<file path="src/rtl/gps_spi_packer_if.sv">
// gps_spi_packer_if: sample input, overflow control/status and SPI output
// signals of the GPS sample packer, grouped as one bundle.
// master: the packer side. slave: the sample source / MCU side.
interface gps_spi_packer_if #(
    parameter int FRAME_W = 4
);
    logic               ENABLE;
    logic [FRAME_W-1:0] SAMPLE_IN;
    logic               SAMPLE_STB;
    logic               OVF_CLR;
    logic               MCU_SCK;
    logic               MCU_SS;
    logic               MCU_MOSI;
    logic [4:0]         FIFO_LEVEL;
    logic               OVERFLOW;
    logic [7:0]         OVF_COUNT;

    modport master (
        input  ENABLE, SAMPLE_IN, SAMPLE_STB, OVF_CLR,
        output MCU_SCK, MCU_SS, MCU_MOSI, FIFO_LEVEL, OVERFLOW, OVF_COUNT
    );

    modport slave (
        output ENABLE, SAMPLE_IN, SAMPLE_STB, OVF_CLR,
        input  MCU_SCK, MCU_SS, MCU_MOSI, FIFO_LEVEL, OVERFLOW, OVF_COUNT
    );
endinterface

</file>
<file path="src/rtl/gps_spi_packer.sv">
// gps_spi_packer: packs strobed GPS I/Q sample frames into SPI words,
// buffers them in a small word FIFO and shifts them out as an SPI mode-0
// master (MSB first, one word per slave-select window).
// Optional feature: define GPS_SPI_PACKER_OVF_CNT_EN to get a saturating
// dropped-word counter on OVF_COUNT; otherwise OVF_COUNT is tied to zero.
module gps_spi_packer #(
    parameter int NCH        = 1,
    parameter int SAMP_W     = 2,
    parameter int WORD_W     = 16,
    parameter int FIFO_DEPTH = 4,
    parameter int SCK_DIV    = 2
) (
    input  logic              MCU_CLK,
    input  logic              RESET_P,
    gps_spi_packer_if.master  bus
);

    localparam int FRAME_W = NCH * 2 * SAMP_W;
    localparam int FPW     = WORD_W / FRAME_W;
    localparam int AW      = (FIFO_DEPTH > 1) ? $clog2(FIFO_DEPTH) : 1;
    localparam int DW      = (SCK_DIV > 1) ? $clog2(SCK_DIV) : 1;

    localparam logic [5:0]    TOP_SHIFT = 6'(WORD_W - FRAME_W);
    localparam logic [5:0]    FRAME_W6  = 6'(FRAME_W);
    localparam logic [4:0]    LAST_SLOT = 5'(FPW - 1);
    localparam logic [4:0]    DEPTH5    = 5'(FIFO_DEPTH);
    localparam logic [DW-1:0] DIV_LAST  = DW'(SCK_DIV - 1);
    localparam logic [DW-1:0] DIV_ONE   = DW'(1);
    localparam logic [AW-1:0] PTR_ONE   = AW'(1);
    localparam logic [5:0]    LAST_BIT  = 6'(WORD_W - 1);

    typedef enum logic [1:0] {IDLE, LOAD, SHIFT, GAP} spi_state_t;

    // ---------------- frame packing ----------------
    logic [4:0]        slot_r;
    logic [WORD_W-1:0] pack_r;
    logic [WORD_W-1:0] word_r;
    logic              push_r;
    logic [5:0]        shamt_s;
    logic [WORD_W-1:0] frame_ins_s;

    // Position the incoming frame at the current slot, first slot in the MSBs.
    always_comb begin
        shamt_s     = TOP_SHIFT - (FRAME_W6 * {1'b0, slot_r});
        frame_ins_s = WORD_W'(bus.SAMPLE_IN) << shamt_s;
    end

    // Accumulate frames; a finished word is presented to the FIFO one cycle later.
    always_ff @(posedge MCU_CLK) begin
        if (RESET_P) begin
            slot_r <= 5'd0;
            pack_r <= '0;
            word_r <= '0;
            push_r <= 1'b0;
        end else begin
            push_r <= 1'b0;
            if (!bus.ENABLE) begin
                pack_r <= '0;
                slot_r <= 5'd0;
            end else if (bus.SAMPLE_STB) begin
                if (slot_r == LAST_SLOT) begin
                    word_r <= pack_r | frame_ins_s;
                    push_r <= 1'b1;
                    pack_r <= '0;
                    slot_r <= 5'd0;
                end else begin
                    pack_r <= pack_r | frame_ins_s;
                    slot_r <= slot_r + 5'd1;
                end
            end
        end
    end

    // ---------------- word FIFO ----------------
    logic [WORD_W-1:0] mem_r [FIFO_DEPTH];
    logic [AW-1:0]     wr_ptr_r;
    logic [AW-1:0]     rd_ptr_r;
    logic [4:0]        level_r;
    logic              pop_s;
    logic              push_ok_s;
    logic              drop_s;
    spi_state_t        state_r;

    // A full FIFO still accepts a word when the shifter pops in the same cycle.
    always_comb begin
        pop_s     = (state_r == IDLE) && (level_r != 5'd0);
        push_ok_s = push_r && ((level_r != DEPTH5) || pop_s);
        drop_s    = push_r && !push_ok_s;
    end

    // FIFO storage write.
    always_ff @(posedge MCU_CLK) begin
        if (push_ok_s) begin
            mem_r[wr_ptr_r] <= word_r;
        end
    end

    // FIFO pointers and occupancy.
    always_ff @(posedge MCU_CLK) begin
        if (RESET_P) begin
            wr_ptr_r <= '0;
            rd_ptr_r <= '0;
            level_r  <= 5'd0;
        end else begin
            if (push_ok_s) begin
                wr_ptr_r <= wr_ptr_r + PTR_ONE;
            end
            if (pop_s) begin
                rd_ptr_r <= rd_ptr_r + PTR_ONE;
            end
            level_r <= level_r + {4'd0, push_ok_s} - {4'd0, pop_s};
        end
    end

    assign bus.FIFO_LEVEL = level_r;

    // ---------------- overflow status ----------------
    logic ovf_r;

    // Sticky drop flag; a clear wins over a drop in the same cycle.
    always_ff @(posedge MCU_CLK) begin
        if (RESET_P) begin
            ovf_r <= 1'b0;
        end else if (bus.OVF_CLR) begin
            ovf_r <= 1'b0;
        end else if (drop_s) begin
            ovf_r <= 1'b1;
        end
    end

    assign bus.OVERFLOW = ovf_r;

`ifdef GPS_SPI_PACKER_OVF_CNT_EN
    logic [7:0] ovf_cnt_r;

    // Saturating dropped-word counter, cleared together with the flag.
    always_ff @(posedge MCU_CLK) begin
        if (RESET_P) begin
            ovf_cnt_r <= 8'd0;
        end else if (bus.OVF_CLR) begin
            ovf_cnt_r <= 8'd0;
        end else if (drop_s && (ovf_cnt_r != 8'hFF)) begin
            ovf_cnt_r <= ovf_cnt_r + 8'd1;
        end
    end

    assign bus.OVF_COUNT = ovf_cnt_r;
`else
    assign bus.OVF_COUNT = 8'd0;
`endif

    // ---------------- SPI master ----------------
    spi_state_t        state_s;
    logic [DW-1:0]     div_r, div_s;
    logic [5:0]        bit_r, bit_s;
    logic [WORD_W-1:0] shift_r, shift_s;
    logic              sck_r, sck_s;
    logic              ss_r, ss_s;
    logic              mosi_r, mosi_s;

    // Next state and next output values; outputs are registered with the state.
    always_comb begin
        state_s = state_r;
        div_s   = div_r;
        bit_s   = bit_r;
        shift_s = shift_r;
        sck_s   = sck_r;
        ss_s    = ss_r;
        mosi_s  = mosi_r;
        case (state_r)
            IDLE: begin
                sck_s  = 1'b0;
                div_s  = '0;
                bit_s  = 6'd0;
                if (level_r != 5'd0) begin
                    shift_s = mem_r[rd_ptr_r];
                    mosi_s  = mem_r[rd_ptr_r][WORD_W-1];
                    ss_s    = 1'b0;
                    state_s = LOAD;
                end else begin
                    ss_s    = 1'b1;
                    mosi_s  = 1'b0;
                    state_s = IDLE;
                end
            end
            LOAD: begin
                if (div_r == DIV_LAST) begin
                    div_s   = '0;
                    sck_s   = 1'b1;
                    state_s = SHIFT;
                end else begin
                    div_s = div_r + DIV_ONE;
                end
            end
            SHIFT: begin
                if (div_r == DIV_LAST) begin
                    div_s = '0;
                    if (sck_r) begin
                        // Falling edge: advance MOSI or end the word.
                        sck_s = 1'b0;
                        if (bit_r == LAST_BIT) begin
                            bit_s   = 6'd0;
                            ss_s    = 1'b1;
                            mosi_s  = 1'b0;
                            state_s = GAP;
                        end else begin
                            bit_s   = bit_r + 6'd1;
                            shift_s = {shift_r[WORD_W-2:0], 1'b0};
                            mosi_s  = shift_r[WORD_W-2];
                        end
                    end else begin
                        sck_s = 1'b1;
                    end
                end else begin
                    div_s = div_r + DIV_ONE;
                end
            end
            GAP: begin
                if (div_r == DIV_LAST) begin
                    div_s   = '0;
                    state_s = IDLE;
                end else begin
                    div_s = div_r + DIV_ONE;
                end
            end
            default: begin
                state_s = IDLE;
                div_s   = '0;
                bit_s   = 6'd0;
                sck_s   = 1'b0;
                ss_s    = 1'b1;
                mosi_s  = 1'b0;
            end
        endcase
    end

    // SPI state and output registers; reset aborts any word in flight.
    always_ff @(posedge MCU_CLK) begin
        if (RESET_P) begin
            state_r <= IDLE;
            div_r   <= '0;
            bit_r   <= 6'd0;
            shift_r <= '0;
            sck_r   <= 1'b0;
            ss_r    <= 1'b1;
            mosi_r  <= 1'b0;
        end else begin
            state_r <= state_s;
            div_r   <= div_s;
            bit_r   <= bit_s;
            shift_r <= shift_s;
            sck_r   <= sck_s;
            ss_r    <= ss_s;
            mosi_r  <= mosi_s;
        end
    end

    assign bus.MCU_SCK  = sck_r;
    assign bus.MCU_SS   = ss_r;
    assign bus.MCU_MOSI = mosi_r;

endmodule
</file>
<file path="src/flat_wrapper.sv">
// flat-port wrapper written by rule: the top's interface ports become plain ports
module gps_spi_packer_flat 
#(
    parameter int NCH        = 1,
    parameter int SAMP_W     = 2,
    parameter int WORD_W     = 16,
    parameter int FIFO_DEPTH = 4,
    parameter int SCK_DIV    = 2
)
  (MCU_CLK, RESET_P, bus_ENABLE, bus_SAMPLE_IN, bus_SAMPLE_STB, bus_OVF_CLR, bus_MCU_SCK, bus_MCU_SS, bus_MCU_MOSI, bus_FIFO_LEVEL, bus_OVERFLOW, bus_OVF_COUNT);
  gps_spi_packer_if bus_i ();
  input  logic MCU_CLK;
  input  logic RESET_P;
  input wire logic [$bits(bus_i.ENABLE)-1:0] bus_ENABLE;
  input wire logic [$bits(bus_i.SAMPLE_IN)-1:0] bus_SAMPLE_IN;
  input wire logic [$bits(bus_i.SAMPLE_STB)-1:0] bus_SAMPLE_STB;
  input wire logic [$bits(bus_i.OVF_CLR)-1:0] bus_OVF_CLR;
  output wire logic [$bits(bus_i.MCU_SCK)-1:0] bus_MCU_SCK;
  output wire logic [$bits(bus_i.MCU_SS)-1:0] bus_MCU_SS;
  output wire logic [$bits(bus_i.MCU_MOSI)-1:0] bus_MCU_MOSI;
  output wire logic [$bits(bus_i.FIFO_LEVEL)-1:0] bus_FIFO_LEVEL;
  output wire logic [$bits(bus_i.OVERFLOW)-1:0] bus_OVERFLOW;
  output wire logic [$bits(bus_i.OVF_COUNT)-1:0] bus_OVF_COUNT;
  assign bus_i.ENABLE = bus_ENABLE;
  assign bus_i.SAMPLE_IN = bus_SAMPLE_IN;
  assign bus_i.SAMPLE_STB = bus_SAMPLE_STB;
  assign bus_i.OVF_CLR = bus_OVF_CLR;
  assign bus_MCU_SCK = bus_i.MCU_SCK;
  assign bus_MCU_SS = bus_i.MCU_SS;
  assign bus_MCU_MOSI = bus_i.MCU_MOSI;
  assign bus_FIFO_LEVEL = bus_i.FIFO_LEVEL;
  assign bus_OVERFLOW = bus_i.OVERFLOW;
  assign bus_OVF_COUNT = bus_i.OVF_COUNT;
  gps_spi_packer #(.NCH(NCH), .SAMP_W(SAMP_W), .WORD_W(WORD_W), .FIFO_DEPTH(FIFO_DEPTH), .SCK_DIV(SCK_DIV)) u_core (.MCU_CLK(MCU_CLK), .RESET_P(RESET_P), .bus(bus_i));
endmodule
</file>
<file path="config.mk">
export PLATFORM = sky130hd
export DESIGN_NAME = gps_spi_packer_flat
export DESIGN_NICKNAME = d
export VERILOG_FILES = /design/src/rtl/gps_spi_packer_if.sv /design/src/rtl/gps_spi_packer.sv /design/src/flat_wrapper.sv
export SDC_FILE = /design/constraint.sdc
export NUM_CORES = 1
export LEC_CHECK = 0
export BUFFER_PORTS_ARGS = -buffer_cell sky130_fd_sc_hd__clkbuf_2
export CAP_MARGIN = 15
export CORE_UTILIZATION = 40
export CTS_BUF_LIST = sky130_fd_sc_hd__clkbuf_2
export CTS_CLUSTER_DIAMETER = 30
export DETAILED_ROUTE_END_ITERATION = 10
export PLACE_DENSITY = 0.55
export SETUP_SLACK_MARGIN = 0.5
export SLEW_MARGIN = 20
export SYNTH_ARGS = -nofsm -noshare
export SYNTH_HDL_FRONTEND = slang
export SYNTH_SLANG_ARGS = --single-unit
</file>
<file path="constraint.sdc">
create_clock -name MCU_CLK -period 3.4 [get_ports MCU_CLK]
set_clock_uncertainty 0.1 [all_clocks]
set_input_delay 0.68 -clock MCU_CLK [delete_from_list [all_inputs] [get_ports MCU_CLK]]
set_output_delay 0.68 -clock MCU_CLK [all_outputs]
set_load 0.1 [all_outputs]
</file>
Word level (Yosys, flattened, before mapping)
Memories as Yosys holds them, arrays and structs flattened. A register that Yosys moved wholly into a read port is not among the register bits.
Cells that the tools add are included.
{"block": "word_totals", "word_cells": 99, "reg_bits": 75, "mem_bits_rw": 64, "output_inout_bits": 17, "input_bits": 9, "memories": 1}
{"memory": "u_core.mem_r", "depth": 4, "width": 16, "rd": 1, "rd_clocked_by_memory_dff": 1, "wr": 1, "line": "gps_spi_packer.sv:75", "source": "logic [WORD_W-1:0] mem_r [FIFO_DEPTH];"}
{"block": "op_classes", "bitwise_logic": 3, "eq_ne": 13, "shift": 1, "n_reduce_logical": 19, "n_mux": 39, "add_sub_neg": 8}
{"op": "2-to-1 mux 15 bit", "n": 4}
{"op": "case mux 15 bit (2 select lines)", "n": 1}
{"op": "2-to-1 mux 6 bit", "n": 3}
{"op": "2-to-1 mux 1 bit", "n": 16}
{"op": "2-to-1 mux 16 bit", "n": 1}
{"op": "bitwise OR 16 bit", "n": 1}
{"op": "<< shifter 4 x 6 -> 16 bit", "n": 1}
{"op": "2-to-1 mux 2 bit", "n": 7}
{"op": "case mux 6 bit (2 select lines)", "n": 1}
{"op": "inequality test 2 x 1 -> 1 bit, second input constant", "n": 5}
{"op": "AND reduction 5 bit", "n": 2}
{"op": "AND reduction 3 bit", "n": 3}
{"op": "case mux 2 bit (4 select lines)", "n": 1}
{"op": "adder 6 x 1 -> 6 bit, second input constant", "n": 1}
{"op": "equality test 6 x 4 -> 1 bit, second input constant", "n": 1}
{"op": "case mux 1 bit (2 select lines)", "n": 3}
{"op": "OR reduction 3 bit", "n": 2}
{"op": "subtractor 4 x 6 -> 6 bit, first input constant", "n": 1}
{"op": "adder 5 x 1 -> 5 bit", "n": 1}
{"op": "adder 5 x 1 -> 5 bit, second input constant", "n": 1}
{"op": "equality test 5 x 2 -> 1 bit, second input constant", "n": 1}
{"op": "2-to-1 mux 5 bit", "n": 1}
{"op": "inequality test 5 x 3 -> 1 bit, second input constant", "n": 1}
{"op": "nonzero test 5 bit", "n": 1}
{"op": "16 further kinds", "n": 23}

Depth between registers and ports, before layout
{"block": "depth", "ltp_word": 6, "ltp_mapped": 12, "ltp_nobuf": 12}

Worst setup path before layout
OpenSTA, ideal clock, no wires.
{"block": "synth_timing", "path_kind": "register to register", "startpoint": "register u_core.level_r[3], in the netlist u_core.bus.FIFO_LEVEL[3]", "endpoint": "register u_core.level_r[4], in the netlist u_core.bus.FIFO_LEVEL[4]", "path_buffers": 0, "path_slack_ps": -77, "path_stages_with_launch": 13, "arrival_ps": 3307, "synth_period_minus_slack_ps": 3477, "setup_ps": 71, "required_ps": 3229, "path_cell_list": "dfxtp_1 > inv_1 > ha_1 > or4b_2 > and2_1 > ha_1 > inv_1 > ha_1 > fa_1 > a21oi_1 > nor2_1 > or3_1 > a21oi_1"}
{"block": "synth_between", "elab_chain_cells": 6, "word_cells_on_any_way": 7, "classes_between": "add/sub (2); eq/ne (1); reduce/logical (4)"}
{"item": "start: declaration", "line": "gps_spi_packer.sv:78", "source": "logic [4:0] level_r;"}
{"item": "start signal: assignment", "line": "gps_spi_packer.sv:111", "source": "level_r <= level_r + {4'd0, push_ok_s} - {4'd0, pop_s};"}
{"item": "nonzero test 5 bit (*)", "line": "gps_spi_packer.sv:86", "source": "pop_s = (state_r == IDLE) && (level_r != 5'd0);"}
{"item": "logical AND 1 bit (*)", "line": "gps_spi_packer.sv:86"}
{"item": "net u_core.pop_s", "line": "gps_spi_packer.sv:79", "source": "logic pop_s;"}
{"item": "logical OR 1 bit", "line": "gps_spi_packer.sv:87", "source": "push_ok_s = push_r && ((level_r != DEPTH5) || pop_s);"}
{"item": "logical AND 1 bit", "line": "gps_spi_packer.sv:87"}
{"item": "adder 5 x 1 -> 5 bit", "line": "gps_spi_packer.sv:111"}
{"item": "subtractor 5 x 1 -> 5 bit (*)", "line": "gps_spi_packer.sv:111"}
Mark *: on every way through the listed nets, which the timed path passes. The rest lies on a longest branch.
A chain may end at the register's enable or synchronous reset.

Worst setup path in the final report
Ends and elaborated chain as after synthesis.

==> impl_metrics.py <==
metrics = {
    "grt": {
        "grt_pass1_wl_um": 18510,
        "busiest_layer": "met2",
        "grt_max_degree": 36,
        "grtUsageMet2": 0.2542,
        "overflow": 0,
        "grt_use_total": 0.1618,
        "met3_usage": 0.04336,
        "first_global_vias": 3704,
        "antenna_found_initial": 1,
        "grt_util_met1": 0.2169,
    },
    "place": {
        "hpwl_um": 7498,
        "gp_congestion": 0.7879,
        "post_dp_cell_area_um2": 6140,
        "io_buffers": 17,
        "dp_cells": 663,
    },
    "timing": {
        "setup_tns_ns": 0,
        "rsz0062_at_grt": "yes",
        "max_clock_freq_ghz": 0.3518,
        "period_share": 0.8361,
        "slew_headroom": 0.4664,
        "finalHoldViolations": 0,
        "drv_slew": 0,
        "worstMarginPinSlew_ns": 0.8004,
        "setup_viol": 0,
        "fin_crit_ns": 2.843,
        "timing.hold.ws_ns": 0.1921,
    },
    "floorplan": {
        "die_x_um": 123.4,
        "core_area_um2": 14150,
        "dieArea_um2": 15220,
        "die_y_um": 123.4,
        "num_io_pins": 26,
        "initial_core_util": 0.4164,
        "rows": 43,
    },
    "pwr": {
        "p_total_uw": 4772,
        "peakVddDrop_mv": 0.2937,
        "p_leak_uw": 0.002196,
        "pwr_density_cell_nw_per_um2": 741.6,
    },
    "clock_tree": {
        "cts_root_buf": "clkbuf_2",
        "cts_buffers": 17,
        "cts_tree": "yes",
        "insertion_delay_ns": 0.66,
        "clock_path_buffers": 2,
        "clk_pin_slew_ns": 0.20,
        "htree_levels": 4,
        "clock_sinks": 141,
    },
    "setup_path": {
        "crit_fanout": 3,
        "cp-start-kind": "flop",
        "worst_ep_arrival_time_ns": 3.35,
        "critPathKind": "reg -> reg",
        "end_kind": "flop",
        "critPathRequiredTime_ns": 3.91,
    },
    "run": {
        "max_cap_viol_count": 0,
    },
    "min_path": {
        "hp-class": "in -> reg",
    },
    "route": {
        "drtAntennaViolNets": 0,
        "post_drt_wl_per_cell_um": 15.65,
        "firstDrtPassIters": 4,
        "drtIter0Drc": 236,
        "avgViaCountPerCell": 5.057,
        "routed-via-count": 3550,
        "drcViolationCount": 0,
        "wl_um": 10990,
    },
    "synth": {
        "ys_seq_area_frac": 0.5878,
        "synth_cells": 482,
        "synthArstFlopShare": 0,
        "synth.avg_cell_area_um2": 12.22,
        "synth_compound_area_frac": 0.08367,
        "synth_edf_count": 64,
        "synth-simple-area-share": 0.1334,
        "synth.mux.area_fraction": 0.08834,
        "ys.flop_type": "dfxtp_1",
        "syn-cell-area_um2": 5892,
        "synth_top_family_by_area": "simple AND/OR/NAND/NOR gates",
        "yosys_register_bits": 141,
        "synth_xor_xnor_area_share": 0.02081,
        "ys_warn_count": 0,
        "synth_cell_types": 54,
        "synthAdderAreaFrac": 0.04375,
    },
    "final_layout": {
        "design_area_um2": 6435,
        "syn2layout_area_growth_pct": 9.216,
        "fillers": 1338,
        "fin_cells": 702,
        "drive_gt1_frac": 0.2169,
        "nets": 537,
    },
    "status": {
        "status": "finished, final reports clean",
    },
}
## cell usage in the layout (no fill, tap or decap), types with 3 or more instances in the layout
master	Yosys	final
clkbuf_2	1	36
edfxtp_1	64	64
o21ai_0	6	6
nor2_1	73	73
o2bb2ai_1	4	4
nor2b_1	3	3
ha_4	0	3
clkinvlp_4	0	3
ha_1	19	16
clkinv_2	0	5
o2bb2ai_2	10	10
mux2i_1	16	16
buf_4	9	14
inv_1	16	13
nand2b_1	7	7
a21o_1	3	3
dfxtp_1	77	72
nor3_1	39	39
conb_1	1	8
xor2_1	3	3
and2_1	5	4
a21oi_1	28	26
nand3_1	8	8
mux4_2	16	16
or3_1	3	3
xnor2_1	11	11
dfxtp_2	0	3
nand2_1	7	7
## state kept, by name (all words and copies together) (netlist names), 2 cells and up, named ones only
name                   flops
u_core.word_r             16
u_core.pack_r             16
u_core.shift_r            15
u_core.bit_r               6
u_core.state_r             2
u_core.wr_ptr_r            2
u_core.bus.FIFO_LEVEL      5
u_core.mem_r              64
u_core.rd_ptr_r            2
u_core.slot_r              5
## power breakdown
| part | internal (uW) | switching, uW | leakage (uW) |
|---|---|---|---|
| registers | 1950 | 183 | 0.00115 |
| clock network | 258 | 588 | 0.000124 |
| logic | 769 | 1030 | 0.000924 |
| total | 2970 | 1800 | 0.00220 |
## cell usage after synthesis, types with 2 or more instances
cell        n  area (um2)
dfxtp_1    77        1541
nor2_1     73       274.0
edfxtp_1   64        1922
nor3_1     39       195.2
a21oi_1    28       140.1
ha_1       19       237.7
inv_1      16       60.06
mux2i_1    16       160.2
mux4_2     16       360.4
clkbuf_1   13       48.80
xnor2_1    11       96.34
o2bb2ai_2  10       150.1
buf_4       9       67.56
nand3_1     8       40.04
nand2_1     7       26.28
nand2b_1    7       43.79
o21ai_0     6       30.03
and2_1      5       31.28
buf_2       5       25.02
o2bb2ai_1   4       35.03
a21o_1      3       22.52
nor2b_1     3       18.77
or3_1       3       18.77
xor2_1      3       26.28
a211oi_1    2       15.01
a41oi_1     2       17.52
buf_1       2       7.510
nor3b_1     2       15.01
o21ba_2     2       20.02
or3b_2      2       17.52
or4b_2      2       20.02
## cell families after synthesis
group	Yosys count
muxes	32
other	1
AOI/OAI and AO/OA	65
and+or+nand+nor	161
DFF	141
adders and majority gates	20
buffers and inverters	48
xor gates and xnor gates	14
## metrics by stage
stage                       util  setup WS (ns)
after floorplan                -         0.5055
after global placement    0.4339         0.5814
after detailed placement  0.4339         0.5364
after CTS                 0.4486         0.5180
after global routing      0.4548         0.4615
final                     0.4548         0.5573
## area by class of cell
cell class,count,area (um2),share of cell area
antenna,1,2.502,0.0003889
clock buffer,19,95.09,0.01478
clock inverter,13,102.6,0.01594
inverter,16,65.06,0.01011
multi-input combinational,300,2270,0.3527
sequential,141,3475,0.5400
tap,180,225.2,0.03500
timing repair buffer,32,200.2,0.03111
## critical path, cell delays in order (launching register included)
cell and delay [ns]:
dfxtp_4 0.40, inv_4 0.06, ha_4 0.12, or4b_4 0.45
and2_4 0.17, ha_4 0.26, inv_2 0.04, ha_4 0.15
fa_2 0.38, a21oi_2 0.14, nor2_1 0.06, or3_1 0.32
a21oi_2 0.14
## repair_timing
| action | CTS | global route |
|---|---|---|
| pin swaps | 1 | 7 |
| buffers inserted | 0 | 5 |
| endpoints found under the setup margin | 1 | 1 |
| endpoints found under the hold margin | 1 | 0 |
| hold buffers | 1 | 0 |
| resized for setup | 0 | 8 |
## layer usage
layer  routed length [um]  vias to the layer above
met5                    0                        -
met4                   66                        0
met3                  334                        4
met1                 5372                     1727
li1                     -                     1769
met2                 5214                       50
## path summary, 6_finish.rpt
check	start	endpoint	slack (ns)	cells past startpoint
worst min-delay path	bus_ENABLE	u_core.slot_r[1]	0.19	3
worst max-delay path	u_core.bus.FIFO_LEVEL[3]	u_core.bus.FIFO_LEVEL[4]	0.56	12
worst max register to register	u_core.bus.FIFO_LEVEL[3]	u_core.bus.FIFO_LEVEL[4]	0.56	12
worst min register to register	u_core.shift_r[13]	u_core.shift_r[13]	0.38	1
Note: power is estimated with default switching activity, not from simulation.
